===== config.mk =====
export PLATFORM = sky130hd
export DESIGN_NAME = operand_fetch
export DESIGN_NICKNAME = d
export VERILOG_FILES = /design/src/rtl/cpu_pkg.sv /design/src/rtl/operand_resolve.sv /design/src/rtl/operand_fetch.sv
export SDC_FILE = /design/constraint.sdc
export NUM_CORES = 1
export LEC_CHECK = 0
export BUFFER_PORTS_ARGS = -buffer_cell sky130_fd_sc_hd__buf_2
export CORE_AREA = 2 2 186 188
export CTS_BUF_LIST = sky130_fd_sc_hd__clkbuf_8
export DETAILED_ROUTE_END_ITERATION = 8
export DIE_AREA = 0 0 188 190
export PLACE_DENSITY_LB_ADDON = 0.05
export SETUP_SLACK_MARGIN = 0.02
export SYNTH_ARGS = -nofsm -noshare
export SYNTH_HDL_FRONTEND = slang
export SYNTH_SLANG_ARGS = --single-unit

===== constraint.sdc =====
create_clock -name clk -period 3.7 [get_ports clk]
set_input_delay 0.37 -clock clk [delete_from_list [all_inputs] [get_ports clk]]
set_output_delay 0.37 -clock clk [all_outputs]
set_load 0.005 [all_outputs]

===== src/rtl/cpu_pkg.sv =====
// ---------------------------------------------------------------------------
// cpu_pkg: shared register-file geometry and PC-read constants. Rev 1.0
// ---------------------------------------------------------------------------
`default_nettype none

package cpu_pkg;

  localparam int                  REG_W          = 4;
  localparam int                  DATA_W         = 32;
  localparam logic [REG_W-1:0]    PC_REG         = 4'd15;
  localparam logic [DATA_W-1:0]   PC_READ_OFFSET = 32'd8;

  // True when a writeback to wb_reg must overwrite a value sourced from src.
  function automatic logic wb_hits(input logic             wb_en,
                                   input logic [REG_W-1:0] wb_reg,
                                   input logic [REG_W-1:0] src);
    return wb_en && (wb_reg == src) && (src != PC_REG);
  endfunction

endpackage

`default_nettype wire


===== src/rtl/operand_resolve.sv =====
// ---------------------------------------------------------------------------
// operand_resolve: priority mux R15 / live writeback / held / forward / regfile.
// Rev 1.0
// ---------------------------------------------------------------------------
`default_nettype none

module operand_resolve
  import cpu_pkg::*;
(
  input  logic [REG_W-1:0]  src_i,
  input  logic [DATA_W-1:0] pc_i,
  input  logic              wb_en_i,
  input  logic [REG_W-1:0]  wb_reg_i,
  input  logic [DATA_W-1:0] wb_data_i,
  input  logic              captured_i,
  input  logic [DATA_W-1:0] held_i,
  input  logic              fwd_i,
  input  logic [DATA_W-1:0] fwd_data_i,
  input  logic [DATA_W-1:0] rf_data_i,
  output logic [DATA_W-1:0] op_o
);

  always_comb begin
    op_o = rf_data_i;
    if (src_i == PC_REG) begin
      op_o = pc_i + PC_READ_OFFSET;
    end else if (wb_en_i && (wb_reg_i == src_i)) begin
      op_o = wb_data_i;
    end else if (captured_i) begin
      op_o = held_i;
    end else if (fwd_i) begin
      op_o = fwd_data_i;
    end
  end

endmodule

`default_nettype wire


===== src/rtl/operand_fetch.sv =====
// ---------------------------------------------------------------------------
// operand_fetch: two-slot operand fetch with writeback forwarding and PC+8.
// Optional stall counter via OPFETCH_STATS_EN. Rev 1.0
// ---------------------------------------------------------------------------
`default_nettype none

module operand_fetch
  import cpu_pkg::*;
#(
  parameter int TAG_W = 16
) (
  input  logic              clk,
  input  logic              reset,
  input  logic              in_valid,
  output logic              in_ready,
  input  logic [REG_W-1:0]  in_rn,
  input  logic [REG_W-1:0]  in_rm,
  input  logic [DATA_W-1:0] in_pc,
  input  logic [TAG_W-1:0]  in_tag,
  output logic [REG_W-1:0]  rf_read_reg0,
  output logic [REG_W-1:0]  rf_read_reg1,
  input  logic [DATA_W-1:0] rf_read_data0,
  input  logic [DATA_W-1:0] rf_read_data1,
  input  logic              wb_en,
  input  logic [REG_W-1:0]  wb_reg,
  input  logic [DATA_W-1:0] wb_data,
  input  logic              flush,
  output logic              out_valid,
  input  logic              out_ready,
  output logic [DATA_W-1:0] out_op0,
  output logic [DATA_W-1:0] out_op1,
  output logic [DATA_W-1:0] out_pc,
`ifdef OPFETCH_STATS_EN
  output logic [DATA_W-1:0] stall_cycles,
`endif
  output logic [TAG_W-1:0]  out_tag
);

  logic              a_valid_q, a_valid_d, a_cap_q, a_cap_d;
  logic              a_fwd0_q, a_fwd0_d, a_fwd1_q, a_fwd1_d;
  logic [REG_W-1:0]  a_rn_q, a_rn_d, a_rm_q, a_rm_d;
  logic [DATA_W-1:0] a_pc_q, a_pc_d, a_op0_q, a_op0_d, a_op1_q, a_op1_d;
  logic [DATA_W-1:0] a_fdat0_q, a_fdat0_d, a_fdat1_q, a_fdat1_d;
  logic [TAG_W-1:0]  a_tag_q, a_tag_d;

  logic              b_valid_q, b_valid_d;
  logic [REG_W-1:0]  b_rn_q, b_rn_d, b_rm_q, b_rm_d;
  logic [DATA_W-1:0] b_pc_q, b_pc_d, b_op0_q, b_op0_d, b_op1_q, b_op1_d;
  logic [TAG_W-1:0]  b_tag_q, b_tag_d;

  logic              w_a_to_b, w_accept;
  logic [DATA_W-1:0] w_res0, w_res1;

  assign rf_read_reg0 = in_rn;
  assign rf_read_reg1 = in_rm;

  operand_resolve u_res0 (
    .src_i      (a_rn_q),
    .pc_i       (a_pc_q),
    .wb_en_i    (wb_en),
    .wb_reg_i   (wb_reg),
    .wb_data_i  (wb_data),
    .captured_i (a_cap_q),
    .held_i     (a_op0_q),
    .fwd_i      (a_fwd0_q),
    .fwd_data_i (a_fdat0_q),
    .rf_data_i  (rf_read_data0),
    .op_o       (w_res0)
  );

  operand_resolve u_res1 (
    .src_i      (a_rm_q),
    .pc_i       (a_pc_q),
    .wb_en_i    (wb_en),
    .wb_reg_i   (wb_reg),
    .wb_data_i  (wb_data),
    .captured_i (a_cap_q),
    .held_i     (a_op1_q),
    .fwd_i      (a_fwd1_q),
    .fwd_data_i (a_fdat1_q),
    .rf_data_i  (rf_read_data1),
    .op_o       (w_res1)
  );

  always_comb begin
    w_a_to_b = a_valid_q && (!b_valid_q || out_ready);
    in_ready = !flush && (!a_valid_q || w_a_to_b);
    w_accept = in_valid && in_ready;

    a_valid_d = a_valid_q;  a_cap_d   = a_cap_q;
    a_fwd0_d  = a_fwd0_q;   a_fwd1_d  = a_fwd1_q;
    a_rn_d    = a_rn_q;     a_rm_d    = a_rm_q;
    a_pc_d    = a_pc_q;     a_tag_d   = a_tag_q;
    a_op0_d   = a_op0_q;    a_op1_d   = a_op1_q;
    a_fdat0_d = a_fdat0_q;  a_fdat1_d = a_fdat1_q;

    // The regfile returns pre-write data when written on the accept edge.
    if (flush) begin
      a_valid_d = 1'b0;
    end else if (w_accept) begin
      a_valid_d = 1'b1;
      a_cap_d   = 1'b0;
      a_rn_d    = in_rn;
      a_rm_d    = in_rm;
      a_pc_d    = in_pc;
      a_tag_d   = in_tag;
      a_fwd0_d  = wb_hits(wb_en, wb_reg, in_rn);
      a_fwd1_d  = wb_hits(wb_en, wb_reg, in_rm);
      a_fdat0_d = wb_data;
      a_fdat1_d = wb_data;
    end else if (w_a_to_b) begin
      a_valid_d = 1'b0;
    end else if (a_valid_q) begin
      a_cap_d = 1'b1;
      a_op0_d = w_res0;
      a_op1_d = w_res1;
    end

    b_valid_d = b_valid_q;
    b_rn_d    = b_rn_q;   b_rm_d  = b_rm_q;
    b_pc_d    = b_pc_q;   b_tag_d = b_tag_q;
    b_op0_d   = b_op0_q;  b_op1_d = b_op1_q;
    if (wb_hits(wb_en, wb_reg, b_rn_q)) b_op0_d = wb_data;
    if (wb_hits(wb_en, wb_reg, b_rm_q)) b_op1_d = wb_data;

    if (flush) begin
      b_valid_d = 1'b0;
    end else if (w_a_to_b) begin
      b_valid_d = 1'b1;
      b_rn_d    = a_rn_q;
      b_rm_d    = a_rm_q;
      b_pc_d    = a_pc_q;
      b_tag_d   = a_tag_q;
      b_op0_d   = w_res0;
      b_op1_d   = w_res1;
    end else if (out_ready) begin
      b_valid_d = 1'b0;
    end
  end

  always_ff @(posedge clk or negedge reset) begin
    if (!reset) begin
      a_valid_q <= 1'b0;  a_cap_q   <= 1'b0;
      a_fwd0_q  <= 1'b0;  a_fwd1_q  <= 1'b0;
      a_rn_q    <= '0;    a_rm_q    <= '0;
      a_pc_q    <= '0;    a_tag_q   <= '0;
      a_op0_q   <= '0;    a_op1_q   <= '0;
      a_fdat0_q <= '0;    a_fdat1_q <= '0;
      b_valid_q <= 1'b0;
      b_rn_q    <= '0;    b_rm_q    <= '0;
      b_pc_q    <= '0;    b_tag_q   <= '0;
      b_op0_q   <= '0;    b_op1_q   <= '0;
    end else begin
      a_valid_q <= a_valid_d;  a_cap_q   <= a_cap_d;
      a_fwd0_q  <= a_fwd0_d;   a_fwd1_q  <= a_fwd1_d;
      a_rn_q    <= a_rn_d;     a_rm_q    <= a_rm_d;
      a_pc_q    <= a_pc_d;     a_tag_q   <= a_tag_d;
      a_op0_q   <= a_op0_d;    a_op1_q   <= a_op1_d;
      a_fdat0_q <= a_fdat0_d;  a_fdat1_q <= a_fdat1_d;
      b_valid_q <= b_valid_d;
      b_rn_q    <= b_rn_d;     b_rm_q    <= b_rm_d;
      b_pc_q    <= b_pc_d;     b_tag_q   <= b_tag_d;
      b_op0_q   <= b_op0_d;    b_op1_q   <= b_op1_d;
    end
  end

  assign out_valid = b_valid_q;
  assign out_op0   = b_op0_q;
  assign out_op1   = b_op1_q;
  assign out_pc    = b_pc_q;
  assign out_tag   = b_tag_q;

`ifdef OPFETCH_STATS_EN
  logic [DATA_W-1:0] stall_q, stall_d;

  // Saturating count of cycles where execute refuses a valid result; flush leaves it alone.
  always_comb begin
    stall_d = stall_q;
    if (b_valid_q && !out_ready && (stall_q != '1)) stall_d = stall_q + 32'd1;
  end

  always_ff @(posedge clk or negedge reset) begin
    if (!reset) stall_q <= '0;
    else        stall_q <= stall_d;
  end

  assign stall_cycles = stall_q;
`endif

endmodule

`default_nettype wire

==> results of run 1 <==
-- routing by layer --
layer / up-vias / global-route usage / wire [um]
met5: - / 0 / 40
met4: 6 / 0.0800 / 1280
met3: 91 / 0.0716 / 4020
met1: 6236 / 0.383 / 22100
li1: 5919 / - / -
met2: 483 / 0.406 / 21300
-- sequential cells by signal, summed over array words and instances (netlist names), 32 cells and up --
name	count
out_op0	32
a_pc_q	32
out_pc	32
a_fdat1_q	32
a_op0_q	32
out_op1	32
a_op1_q	32
-- report_power, final --
group	total [mW]	internal [mW]	leakage (nW)	switching, mW
sequential	4.30	3.73	3.42	0.566
combinational	2.27	1.06	4.39	1.21
clock	2.87	1.53	0.589	1.34
total	9.43	6.32	8.40	3.11
-- kinds of logic (layout without fill, tap and decap cells) --
family                     after synthesis  in the layout
and+or+nand+nor                        458            458
AOI/OAI and AO/OA                      301            301
muxes                                  296            296
DFF                                    277            277
buffers and inverters                  141            422
xor gates and xnor gates                31             31
adders and majority gates                1              1
other                                    0              1
-- worst max-delay path by stage --
stage | startpoint | cells after the start | to
after floorplan | a_pc_q[3]$_DFFE_PN0P_ | 6 | out_op1[27]$_DFF_PN0_
after global placement | a_pc_q[6]$_DFFE_PN0P_ | 5 | out_op1[30]$_DFF_PN0_
after detailed placement | a_pc_q[6]$_DFFE_PN0P_ | 5 | out_op1[30]$_DFF_PN0_
after CTS | a_pc_q[6]$_DFFE_PN0P_ | 5 | out_op1[30]$_DFF_PN0_
after global routing | a_pc_q[6]$_DFFE_PN0P_ | 5 | out_op1[30]$_DFF_PN0_
final | a_pc_q[6]$_DFFE_PN0P_ | 5 | out_op1[30]$_DFF_PN0_
-- worst max-delay path: stages, from the launching register on --
cell     delay (ns)
dfrtp_1        0.48
nand4_1        0.46
or4_1          0.89
o31a_1         0.39
nor3_1         0.27
o22ai_1        0.15
-- final cells by class --
cell class | count | area (um^2) | share of cell area
Clock buffer | 63 | 867 | 0.0486
Antenna cell | 1 | 2.50 | 0.000140
Tap cell | 455 | 569 | 0.0319
Multi-Input combinational cell | 1087 | 7480 | 0.419
Clock inverter | 29 | 128 | 0.00715
Inverter | 4 | 15.0 | 0.000841
Sequential cell | 277 | 6940 | 0.389
Timing Repair Buffer | 326 | 1840 | 0.103
-- cell usage after synthesis (5+ instances only) --
master | n | share of area
o31a_1 | 5 | 0.0029
and4_1 | 6 | 0.0035
or3_1 | 6 | 0.0025
nand3_1 | 28 | 0.0094
a211o_1 | 6 | 0.0035
nor4_1 | 8 | 0.0034
buf_2 | 21 | 0.0070
o311ai_0 | 10 | 0.0059
o22ai_1 | 46 | 0.019
a21oi_1 | 56 | 0.019
nand2b_1 | 8 | 0.0034
a31o_2 | 28 | 0.016
clkbuf_1 | 98 | 0.025
and3_1 | 28 | 0.012
nor2_1 | 14 | 0.0035
buf_4 | 10 | 0.0050
and2_1 | 5 | 0.0021
mux2i_1 | 163 | 0.11
mux2_2 | 133 | 0.10
buf_1 | 6 | 0.0015
xor2_1 | 18 | 0.011
o21ai_0 | 88 | 0.029
xnor2_1 | 13 | 0.0076
dfrtp_1 | 277 | 0.46
nand4_1 | 15 | 0.0063
o31ai_1 | 48 | 0.024
nor3_1 | 48 | 0.016
nand2_1 | 276 | 0.069
==> results, run 1 <==
- The total standard cell area after synthesis is ~15,000 um^2.
- Setup slack on the critical path of the routed design comes to 0.953 ns.
- Measured in cells, the most critical reg-to-reg path has a length of 5.
- The net count after synthesis is 1,668.
- The number of pins with negative max-slew slack in the final report is 0.
- The instance count after placement with tap cells included is 2,141.
- The buffer cell driving the clock tree root is clkbuf_8.
- Of the total synthesized cell area, the portion taken by full adders, half adders and majority gates is 0.000838.
- Of the cells placed in the final design, the portion with a size suffix greater than 1 is 0.321.
- The first detailed-routing pass took 6 iterations.
- Synthesis produced a netlist whose cell count is 1,505.
- The final net count is 1,909.
- The die outline height is 190 um.
- The placed wire-length estimate after detailed placement is approximately 33 mm.
- The endpoint of the worst hold path is a_pc_q[20]$_DFFE_PN0P_.
- Data on the critical path arrives at its endpoint at 3.20 ns.
- The type of destination of the critical path is a flop.
- Of the total synthesized cell area, the portion taken by AND, OR, NAND and NOR gates is 0.141.
- The average size of a mapped cell is about 9.9 um^2.
- The area growth from synthesis to layout is 19.5%.
- The number of enable flip-flop cells after synthesis is 0.
- Setup repair after global routing left no endpoint under its margin.
- The global routing usage summed across all routing layers is 0.270.
- The overall power consumption is approximately 9.4 mW.
- The CTS tree is yes.
- The port buffer count is about 280.
- During I/O placement, the number of pins put on the boundary was 284.
- The final-layout setup total negative slack is 0 ns.
- The initial core utilization is 0.440.
- Wires add up to 48.7 mm.
- In this run the register-to-register setup slack is 0.95 ns.
- Of the total synthesized cell area, the portion taken by XOR and XNOR cells is 0.0182.
- The via count of the first global-routing pass was 12,400.
- The final hold violation count is 0.
- STA classifies the critical path startpoint as a flop.
- The cell area after placement is 16,800 um^2.
- After clock tree synthesis, the clock-pin slew on the worst setup and hold paths is 0.06 ns.
- The setup path with the least slack is of type flop to flop.
- The via count is 12,700.
- The number of clock sinks seen by CTS is 277.
- The die covers approximately 36,000 um^2.
- The top cell types in the final layout, fill and taps aside, are buf_2 (282), nand2_1 (274), dfrtp_1 (274), mux2i_1 (163), mux2_2 (133).
- The number of different library cells in the post-synthesis netlist is 47.
- The finished layout holds about 2,200 standard cells, fillers aside.
- The post-layout minimum cycle time is 2.75 ns.
- In this run, post-CTS hold repair placed 8 buffers.
- The largest driver fanout on the critical path is 13.
- From left edge to right edge, the die measures 188 um.
- The count of endpoints failing setup in the final report is 0.
- The part of the cycle the worst path needs is 0.742.
- The number of H-tree branching levels is 2.
- Entering global routing, the biggest net connects 94 pins.
- Leaving out fill and tap cells, the most frequent cell in the layout is buf_2.
- The portion of synthesized area spent on multiplexers is 0.209.
- For this design the static power due to leakage is 8.40 nW.
- The remaining max-slew budget at the tightest pin is 0.339.
- Counting flops with an async set or reset pin after synthesis yields a share of 1.00.
- Hold timing on the final database bottoms out at a slack of approximately 0.015 ns.
- The filler cell count in the final layout is 3,207.
- The worst ir drop on vdd is 272 uV.
- After detailed routing, the average wire length per cell comes to 21.7 um.
- The power density over the cells is 529 nW/um^2.
- The via density per instance is 5.68.
- The number of instances on the worst hold path is 2.
- The post-route cell area is 17,800 um^2.
- The total number of yosys warnings is 0.
- The remaining routing DRC violations is 0.
- Across the run, the number of max-cap violations was 0.
- The DRC marker count from the first detailed-route iteration is 884.
- The remaining global-route overflow is 0.
- The beginning of the worst register-to-register path is a_pc_q[6]$_DFFE_PN0P_.
- The endpoint identified for the worst register-to-register timing path is out_op1[30]$_DFF_PN0_.
- In this run the worst hold path is classified as primary input to flop.
- The final cell utilization of the core is 0.526.
- The number of cells upsized or downsized after cts is 0.
- The largest family of logic cells by synthesized area is multiplexers.
- Row generation in the floorplan step produced between 60 and 70 rows.
- At the later pin of the worst-skew pair, clock insertion delay measures about 0.59 ns.
- For this run, the register share of the synthesized area comes to 0.464.
- The number of antenna violations at the first check in global routing came to 5.
- The flow ran to the end, and the final reports show no timing, DRC or antenna violations.
- The count of nets left with antenna violations once routing finished came out at 0.
- The final RePlAce weighted congestion is 0.813.
- The global-route wire length before repair is roughly 75 mm.
- Post-CTS timing repair inserted 0 buffers for setup.
- The longest clock path from root to sink contains 3 buffers.
- The highest clock rate is 0.364 GHz.
- At the pin with the least slew margin, the transition time is 0.987 ns.
- The worst setup slack after placement is 0.985 ns.
- The synthesized design contains 277 register bits.
- The standard cell core area is 33,900 um^2.
- The total CTS buffers is 50.
- The prevailing post-synth register cell is dfrtp_1.
- In this run the most critical hold path is launched from in_pc[20].
- The worst clock skew is 0.0300 ns.
- For the worst setup path, the data required time is 4.15 ns.
- The area fraction in compound gates after synthesis is 0.127.
Note: power is estimated with default switching activity, not from simulation.
==> run 2: changes to the inputs <==
==> constraint.sdc (replaced) <==
create_clock -name clk -period 2.7 [get_ports clk]
set_input_delay 0.27 -clock clk [delete_from_list [all_inputs] [get_ports clk]]
set_output_delay 0.27 -clock clk [all_outputs]
set_load 0.005 [all_outputs]
==> results, run 2 (synthesized netlist as in run 1, its figures left out) <==
- The maximum root-to-sink buffer count was 3 (unchanged).
- Walking the worst path, the cells encountered are ha_1 > nand3_1 > or4_1 > o31a_1 > nor3_1 > o22ai_1.
- The horizontal die dimension came to 188 um (unchanged).
- The port buffer count came to 283 (unchanged).
- The power density over the cells came to 718 nW/um^2 (+36%).
- The maximum single-stage delay on the critical path came to 0.68 ns (-0.21 ns).
- The total CTS buffers is 50 (unchanged).
- The filler cell count in the final layout came to 3,098 (-3.4%).
- The number of antenna violations at the first check in global routing is 1 (-4).
- The die outline height is 190 um (unchanged).
- The kind of launch point of the worst setup path is a flop.
- The actual transition at the worst max-transition pin is 0.777 ns (-0.210 ns).
- The critical-path cell with the highest stage delay is or4_1.
- In the layout the commonest cells are buf_2 (282), nand2_1 (274), dfrtp_1 (274), mux2i_1 (163), mux2_2 (133).
- The hold-fix buffer count after cts is 76 (+68).
- Setup repair after global routing left no endpoint under its margin.
- The diode insertion count for antenna repair was 0 (-1).
- The worst clock skew came to 0.0245 ns (-0.00548 ns).
- The number of H-tree branching levels is 2 (unchanged).
- The part of the cycle the worst path needs is 0.929 (+0.187).
- The worst hold path belongs to the class primary input to flop.
- The buffer cell driving the clock tree root is clkbuf_8.
- The via count of the first global-routing pass is 12,900 (+4.4%).
- The critical path required time came to 3.14 ns (-1.01 ns).
- The remaining max-slew budget at the tightest pin came to 0.482 (+0.142).
- The routed wire length per instance is 21.3 um (-2.2%).
- The max-capacitance violation count is 0 (unchanged).
- The final net count is 2,001 (+4.8%).
- The highest clock rate is 0.398 GHz (+9.5%).
- The count of endpoints failing setup in the final report is 0 (unchanged).
- The placed wire-length estimate after detailed placement came to 33.2 mm (+1.5%).
- The flow ran to the end, and the final reports show no timing, DRC or antenna violations.
- The remaining routing DRC violations was 0 (unchanged).
- The most frequent standard cell in the layout excluding fill and tap cells is buf_2.
- The initial core utilization is 0.440 (unchanged).
- The final cell count without fillers is 2,332 (+4.0%).
- The type of destination of the critical path is a flop.
- The standard cell core area is 33,900 um^2 (unchanged).
- The maximum number of pins on one net before global-route repair is 81 (-14%).
- The total number of placement rows is 68 (unchanged).
- The global-route wire length before repair is 77.3 mm (+3.4%).
- The CTS tree is yes.
- The data arrival time of the critical path came to 2.95 ns (-0.25 ns).
- By startpoint and endpoint, the worst setup path is classified as flop to flop.
- The combined area of the multi-input logic cells came to 7480 um^2 (unchanged).
- The post-layout minimum cycle time is 2.51 ns (-0.237 ns).
- The first-pass iteration count of the detailed router is 6 (unchanged).
- The number of buffers inserted by post-CTS setup repair is 0 (unchanged).
- The die outline area is 35,700 um^2 (unchanged).
- The layout-stage area growth over the synthesis result is 27.1%.
- The overall power consumption came to 13.6 mW (+44%).
- The final-layout setup total negative slack is 0 ns (unchanged).
- The via density per instance came to 5.59 (-1.7%).
- The largest driver fanout on the critical path is 6 (-7).
- The clock latency reported for the late side of the worst-skew pair is 0.59 ns (about the same).
- The DRC marker count from the first detailed-route iteration is 796 (-10%).
- The routed wire length came to 49.6 mm (+1.8%).
- The worst ir drop on vdd is 420 uV (+54%).
- The clock input transition at the sequential cells of the worst setup and hold paths is 0.06 ns (about the same).
- The number of pins with negative max-slew slack in the final report came to 0 (unchanged).
- The instance count after placement with tap cells included is 2,165 (+1.1%).
- The area used by sequential logic in the layout is 6940 um^2 (unchanged).
- The global routing usage summed across all routing layers is 0.277 (+0.00663).
- The share of cells above drive strength 1 is 0.321 (+0.000429).
- The post-route antenna net violation count is 0 (unchanged).
- The top-level I/O count is 284 (unchanged).
- The static leakage is 8.89 nW (+5.8%).
- The final RePlAce weighted congestion is 0.866 (+6.6%).
- The via count is 13,000 (+2.3%).
- The number of clock sinks seen by CTS is 277 (unchanged).
- The final hold violation count is 0 (unchanged).
- The remaining global-route overflow is 0 (unchanged).
- The number of cells upsized or downsized after cts is 0 (unchanged).
run 2: cell types whose count changed in the layout (fill, tap and decap cells not counted), moves of 3 or more:
| cell | previous run | this run |
|---|---|---|
| buf_12 | 6 | 17 |
| buf_4 | 29 | 42 |
| bufinv_16 | 0 | 3 |
| clkbuf_8 | 63 | 71 |
| clkinv_2 | 5 | 2 |
| dlygate4sd3_1 | 8 | 76 |
| inv_1 | 25 | 18 |
run 2: final cells by class:
cell class,count,area share
multi-input combinational,1087,0.394
sequential,277,0.365
timing repair buffer,418,0.150
clock buffer,71,0.0515
tap,455,0.0300
clock inverter,20,0.00844
inverter,4,0.000791
run 2: routing by layer:
layer,track usage,up-vias,part of all wire,wire length [um]
met5,0,-,0,0
met2,0.428,457,0.45,22100
met3,0.0585,82,0.074,3680
met4,0.0730,0,0.023,1130
li1,-,6100,-,-
met1,0.395,6387,0.46,22700
run 2: report_power, final:
| group | switching [mW] | internal, mW | leakage (nW) |
|---|---|---|---|
| clock network | 1.86 | 2.60 | 0.635 |
| registers | 0.687 | 5.11 | 3.42 |
| logic | 1.77 | 1.59 | 4.84 |
run 2: critical path: cells and delay by family (launching register included):
kind,cells,cell delay (ns)
adder cells (fa/ha/maj),1,0.26
AO/OA/AOI/OAI,2,0.46
AND/OR/NAND/NOR,3,1.22
flip-flops,1,0.43
run 2: path summary, 6_finish.rpt:
check	startpoint	end	slack, ns	cells past startpoint
setup / recovery	a_pc_q[3]$_DFFE_PN0P_	out_op0[23]$_DFF_PN0_	0.19	6
setup reg to reg	a_pc_q[3]$_DFFE_PN0P_	out_op0[23]$_DFF_PN0_	0.19	6
max in group asynchronous	reset	a_cap_q$_DFFE_PN0P_	1.49	3
hold reg to reg	a_tag_q[1]$_DFFE_PN0P_	out_tag[1]$_DFFE_PN0P_	0.46	2
min in group asynchronous	reset	a_op0_q[26]$_DFFE_PN0P_	0.24	2
hold / removal	wb_data[21]	a_fdat1_q[21]$_DFFE_PN0P_	0.02	2
run 2: stage by stage:
| stage | cell area [um^2] | worst slack [ns] | hold WS (ns) | utilization |
|---|---|---|---|---|
| CTS | 19000 | 0.179 | 0.00203 | 0.559 |
| global placement | 17100 | 0.254 | 0.273 | 0.503 |
| floorplan | 14900 | 0.632 | -0.0256 | - |
| global route | 19000 | 0.0222 | 0.0156 | 0.559 |
| finish | 19000 | 0.190 | 0.0232 | 0.559 |
| detailed placement | 17100 | 0.200 | 0.275 | 0.503 |
